File: config.mk
export PLATFORM = sky130hd
export DESIGN_NAME = decode_pipe_stage
export DESIGN_NICKNAME = d
export VERILOG_FILES = /design/src/rtl/decode_pipe_stage.sv
export SDC_FILE = /design/constraint.sdc
export NUM_CORES = 1
export LEC_CHECK = 0
export ABC_AREA = 1
export ABC_CLOCK_PERIOD_IN_PS = 4000
export CORE_ASPECT_RATIO = 0.75
export CORE_MARGIN = 2
export CORE_UTILIZATION = 50
export DETAILED_ROUTE_END_ITERATION = 7
export PLACE_DENSITY = 0.95
export REMOVE_ABC_BUFFERS = 1
export SYNTH_ARGS = -nofsm -noshare
export SYNTH_HDL_FRONTEND = slang
export SYNTH_SLANG_ARGS = --single-unit
File: constraint.sdc
create_clock -name clk_i -period 4 [get_ports clk_i]
set_input_delay 0.8 -clock clk_i [delete_from_list [all_inputs] [get_ports clk_i]]
set_output_delay 0.8 -clock clk_i [all_outputs]
set_load 0.02 [all_outputs]
File: src/rtl/decode_pipe_stage.sv
// decode_pipe_stage: instruction decode register with register scoreboard, branch hold and flush
package params_pkg;
  localparam int DATA_WIDTH = 32;
  localparam int REGISTER_WIDTH = 4;
  localparam int OPCODE_WIDTH = 6;
  localparam int INSTR_WIDTH = 32;
  typedef logic [INSTR_WIDTH-1:0] instruction_t;
  localparam logic [OPCODE_WIDTH-1:0] OP_ADD = 6'h00;
  localparam logic [OPCODE_WIDTH-1:0] OP_LW = 6'h01;
  localparam logic [OPCODE_WIDTH-1:0] OP_SW = 6'h02;
  localparam logic [OPCODE_WIDTH-1:0] OP_BEQ = 6'h03;
  localparam logic [OPCODE_WIDTH-1:0] OP_BNE = 6'h04;
  localparam logic [OPCODE_WIDTH-1:0] OP_BLT = 6'h05;
  localparam logic [OPCODE_WIDTH-1:0] OP_BGE = 6'h06;
  localparam logic [OPCODE_WIDTH-1:0] OP_JMP = 6'h07;
endpackage

module decode_pipe_stage #(
  parameter int DATA_WIDTH = params_pkg::DATA_WIDTH,
  parameter int REGISTER_WIDTH = params_pkg::REGISTER_WIDTH,
  parameter int OPCODE_WIDTH = params_pkg::OPCODE_WIDTH,
  parameter int OFFSET_LSB = 14,
  parameter int ZERO_REG_EN = 1,
  parameter int STALL_CNT_WIDTH = 16,
  localparam int NUM_REGS = 2**REGISTER_WIDTH
) (
  input  logic clk_i,
  input  logic rst_ni,
  input  logic instr_valid_i,
  input  params_pkg::instruction_t instruction_i,
  output logic instr_ready_o,
  output logic dec_valid_o,
  input  logic dec_ready_i,
  output logic [DATA_WIDTH-1:0] offset_sign_extend_o,
  output logic [REGISTER_WIDTH-1:0] reg_a_o,
  output logic is_load_o,
  output logic is_store_o,
  output logic is_branch_o,
  output logic is_jump_o,
  output logic reg_wr_en_o,
  output logic [REGISTER_WIDTH-1:0] wr_reg_o,
  output logic [OPCODE_WIDTH-1:0] instr_opcode_o,
  input  logic wb_valid_i,
  input  logic [REGISTER_WIDTH-1:0] wb_reg_i,
  input  logic resolve_i,
  input  logic flush_i,
  output logic [NUM_REGS-1:0] pending_o,
  output logic [STALL_CNT_WIDTH-1:0] stall_cnt_o,
  output logic sb_err_o
);
  localparam int INSTR_WIDTH = $bits(params_pkg::instruction_t);
  localparam int OFF_W = INSTR_WIDTH - OFFSET_LSB;
  typedef enum logic {RUN, HOLD} state_t;
  state_t state, state_nxt;
  logic [OPCODE_WIDTH-1:0] op;
  logic [REGISTER_WIDTH-1:0] ra, rd, src;
  logic [DATA_WIDTH-1:0] offset;
  logic is_load, is_store, is_branch, is_jump, wr_en, hazard, accept;
  logic [NUM_REGS-1:0] pend_nxt;
  assign op = instruction_i[OPCODE_WIDTH-1:0];
  assign ra = instruction_i[OPCODE_WIDTH +: REGISTER_WIDTH];
  assign rd = instruction_i[OPCODE_WIDTH+REGISTER_WIDTH +: REGISTER_WIDTH];
  assign offset = {{(DATA_WIDTH-OFF_W){instruction_i[INSTR_WIDTH-1]}}, instruction_i[INSTR_WIDTH-1:OFFSET_LSB]};
  assign is_load = op == params_pkg::OP_LW;
  assign is_store = op == params_pkg::OP_SW;
  assign is_branch = op inside {params_pkg::OP_BEQ, params_pkg::OP_BNE, params_pkg::OP_BLT, params_pkg::OP_BGE};
  assign is_jump = op == params_pkg::OP_JMP;
  assign wr_en = !is_store && !is_branch && !is_jump;
  assign src = is_store ? rd : ra;
  assign hazard = pending_o[src] || (wr_en && pending_o[rd]);
  assign instr_ready_o = rst_ni && (!dec_valid_o || dec_ready_i) && !hazard && state == RUN && !flush_i;
  assign accept = instr_valid_i && instr_ready_o;
  always_comb begin
    state_nxt = (state == RUN) ? ((accept && (is_branch || is_jump)) ? HOLD : RUN)
                               : ((resolve_i || flush_i) ? RUN : HOLD);
  end
  // a flushed bundle that was never consumed gives back its destination reservation
  always_comb begin
    pend_nxt = pending_o;
    if (wb_valid_i) pend_nxt[wb_reg_i] = 1'b0;
    if (flush_i && dec_valid_o && reg_wr_en_o && !dec_ready_i) pend_nxt[wr_reg_o] = 1'b0;
    if (accept && wr_en && !(ZERO_REG_EN != 0 && rd == '0)) pend_nxt[rd] = 1'b1;
  end
  always_ff @(posedge clk_i) begin
    if (!rst_ni) begin
      state <= RUN;
      dec_valid_o <= 1'b0;
      offset_sign_extend_o <= '0;
      reg_a_o <= '0;
      is_load_o <= 1'b0;
      is_store_o <= 1'b0;
      is_branch_o <= 1'b0;
      is_jump_o <= 1'b0;
      reg_wr_en_o <= 1'b0;
      wr_reg_o <= '0;
      instr_opcode_o <= '0;
      pending_o <= '0;
      stall_cnt_o <= '0;
      sb_err_o <= 1'b0;
    end else begin
      state <= state_nxt;
      dec_valid_o <= accept ? 1'b1 : (dec_ready_i || flush_i) ? 1'b0 : dec_valid_o;
      if (accept) begin
        offset_sign_extend_o <= offset;
        reg_a_o <= src;
        is_load_o <= is_load;
        is_store_o <= is_store;
        is_branch_o <= is_branch;
        is_jump_o <= is_jump;
        reg_wr_en_o <= wr_en;
        wr_reg_o <= rd;
        instr_opcode_o <= op;
      end
      pending_o <= pend_nxt;
      if (instr_valid_i && hazard && stall_cnt_o != '1) stall_cnt_o <= stall_cnt_o + STALL_CNT_WIDTH'(1);
      sb_err_o <= sb_err_o | (wb_valid_i & ~pending_o[wb_reg_i]);
    end
  end
endmodule

==> results.tsv <==
stage	metric	value	unit
job	max_cap viols	0	
clock_network	CTS H-Tree Depth	3	
synthesis	Post-synth EDFFs	0	
cells_and_area	synth-to-layout area growth	38.9	%
sta	minimum clock period	3.64	ns
sta	Least-Margin Pin Slew	0.601	ns
synthesis	Synth Instances	567	
die	Initial Util	0.524	
place	GPL Wtd Cong	0.931	
die	Core ar.	0.00743	sq mm
sta	slew margin rel.	0.595	
sta	hold slack	0.465	ns
clock_network	CTS tree	yes	
synthesis	Post-Syn Area	0.00389	sq mm
place	post-DP HPWL	9530	um
detailed_routing	Vias	4530	
synthesis	dominant cells by area after synthesis	dfxtp_1, nor2_1, nand2_1	
cells_and_area	final instance area	0.00541	sq mm
die	Die H	80.4	um
sta	final hold vios	0	
die	Core Rows	27	
sta	Final Worst Setup Slack	0.357	ns
synthesis	Synth async-reset ratio	0	
detailed_routing	drt total wl	13200	um
place	pre-CTS setup slack	0.0651	ns
detailed_routing	antenna-violating nets left	0	
clock_network	Clock Tree Root	clkbuf_8	
clock_network	hold-fix buffers at CTS	0	
synthesis	Seq/Total Area, Yosys	0.370	
power_and_ir_drop	static leakage	0.00207	uW
detailed_routing	initial drt markers	446	
die	I/O pin total	129	
synthesis	top-count cell post-synth	nor2_1	
synthesis	Yosys warning count	0	
worst_setup_path	CP max FO	10	
synthesis	Yosys top cell area share	0.370	
cells_and_area	Post-layout nets	724	
clock_network	clock latency on the worst-skew pair	0.36	ns
global_routing	largest net degree at the start of global routing	41	
place	Port Buffers	128	
global_routing	initial antenna violation count	0	
worst_setup_path	Required @ worst endpoint	3.20	ns
detailed_routing	# DRC	0	
worst_setup_path	arrival time at the worst endpoint	2.84	ns
global_routing	global-route wire length before repair	21100	um
sta	RSZ-0062 raised after global routing	no	
sta	Final period util	0.911	
worst_setup_path	crit end category	output port	
worst_setup_path	Crit Path Class	in -> out	
detailed_routing	drt first pass iters	6	
synthesis	Yosys reg bits	72	
cells_and_area	share of layout cells above drive strength 1	0.0730	
sta	setup TNS	0	ns
place	placed cell area	0.00516	sq mm
synthesis	area leader, netlist	dfxtp_1	
power_and_ir_drop	maximum VDD drop	0.234	mV
synthesis	Synth top cells by count	nor2_1, nand2_1, inv_1	
power_and_ir_drop	P per Cell Area	322	mW/mm^2
synthesis	Distinct cells, synth	40	
global_routing	vias in the first global route	4307	
sta	Final setup viols	0	
run_status	outcome	complete, no violations	
synthesis	Synth Flop Type	dfxtp_1	
clock_network	clock sink total	72	
global_routing	GRT Total Usage	0.316	
sta	Slew Viols, Final	0	
sta	Highest Clock Rate	275	MHz
detailed_routing	WL/cell	16.8	um
global_routing	global route overflow	0	
place	Placed Cells	770	
clock_network	TritonCTS Buffers	9	
cells_and_area	antenna diode count	0	
die	die width	106	um
sta	skew final	0.0122	ns
min_path	HP Class	reg -> reg	
die	die area	0.00851	sq mm
cells_and_area	# fillers	593	
worst_setup_path	crit path launch type	input pin	
clock_network	Clock Tree Buf Depth	2	
cells_and_area	non-filler cells, final	786	
detailed_routing	post-DR vias/cell	5.76	
synthesis	mean post-synth cell area	6.87	sq um
clock_network	Reg clk slew, reported paths	0.08	ns
[routing by layer]
| metal | routed length [um] | global-route usage |
|---|---|---|
| met1 | 5420 | 0.406 |
| met3 | 1500 | 0.0966 |
| met5 | 0 | 0 |
| met2 | 5980 | 0.509 |
| met4 | 314 | 0.103 |
[what timing repair did]
action / in CTS / in global routing
gates resized for setup: 0 / 1
hold endpoints to repair: 0 / 0
setup buffers: 0 / 0
setup endpoints to repair: 0 / 1
[per-stage QoR]
| step | util | total power [uW] |
|---|---|---|
| floorplan | - | 889 |
| finish | 0.727 | 1740 |
| global route | 0.727 | 1800 |
| detailed placement | 0.694 | 1030 |
| CTS | 0.727 | 1740 |
| global placement | 0.694 | 1020 |
[critical path, cell delays in order]
cell and delay [ns]:
clkdlybuf4s50_1 0.53, inv_2 0.07, nor2_4 0.14, nand3_4 0.15, o21ai_1 0.37, nand3_1 0.13, nand3_1 0.12, nand3_2 0.12
nand4_2 0.12, inv_1 0.08, dlymetal6s2s_1 0.21
[state kept, by name (all words and copies together), names as in the netlist]
signal	count
dec_valid_o	1
instr_opcode_o	6
is_branch_o	1
is_jump_o	1
is_load_o	1
is_store_o	1
offset_sign_extend_o	18
pending_o	16
reg_a_o	4
reg_wr_en_o	1
sb_err_o	1
stall_cnt_o	16
state	1
wr_reg_o	4
[worst paths after layout]
kind / cells past startpoint / start / slack, ns / to
worst max-delay path: 11 / instruction_i[1] / 0.36 / instr_ready_o
worst min-delay path: 2 / is_store_o / 0.47 / is_store_o
worst max register to register: 10 / stall_cnt_o[0] / 1.30 / stall_cnt_o[14]
worst min register to register: 2 / is_store_o / 0.47 / is_store_o
[cell type report]
type / instances / area [sq um] / share of cell area
clock buffers: 9 / 124 / 0.0229
clock inverters: 7 / 120 / 0.0222
inverters: 81 / 304 / 0.0562
multi-input cells: 380 / 1930 / 0.358
flip-flops and latches: 72 / 1440 / 0.267
well taps: 101 / 126 / 0.0234
repair buffers: 136 / 1360 / 0.251
[power breakdown]
group | switching (uW) | leakage, uW | internal [uW]
Sequential | 15.1 | 0.000582 | 734
Combinational | 162 | 0.00137 | 113
Clock | 303 | 0.000119 | 415
Total | 480 | 0.00207 | 1260
[kinds of logic (layout without fill, tap and decap cells)]
logic type               after synthesis  after routing  synth area share
AND/OR/NAND/NOR                      246            246             0.296
AO/OA/AOI/OAI                        129            129             0.188
buffers and inverters                115            233             0.133
flip-flops                            72             72             0.370
XOR/XNOR                               4              4           0.00900
adder cells (fa/ha/maj)                1              1           0.00321
[placed cells by master (no fill, tap or decap), types with 2 or more instances in the layout]
cell type	instances
a21oi_1	39
a31oi_1	3
buf_4	7
bufinv_16	3
clkbuf_8	9
clkdlybuf4s50_1	127
clkinv_4	2
dfxtp_1	72
inv_1	73
inv_2	7
nand2_1	77
nand2_2	2
nand3_1	26
nand3_2	4
nand4_1	26
nor2_1	83
nor2_2	2
nor2_4	4
nor3_1	13
nor3_2	3
nor4_1	3
o2111ai_1	2
o211ai_1	2
o21ai_0	38
o21ai_1	22
o221ai_1	7
o22ai_1	6
o311ai_0	4
xor2_1	3
No activity file was read; power rests on OpenSTA's default activity.
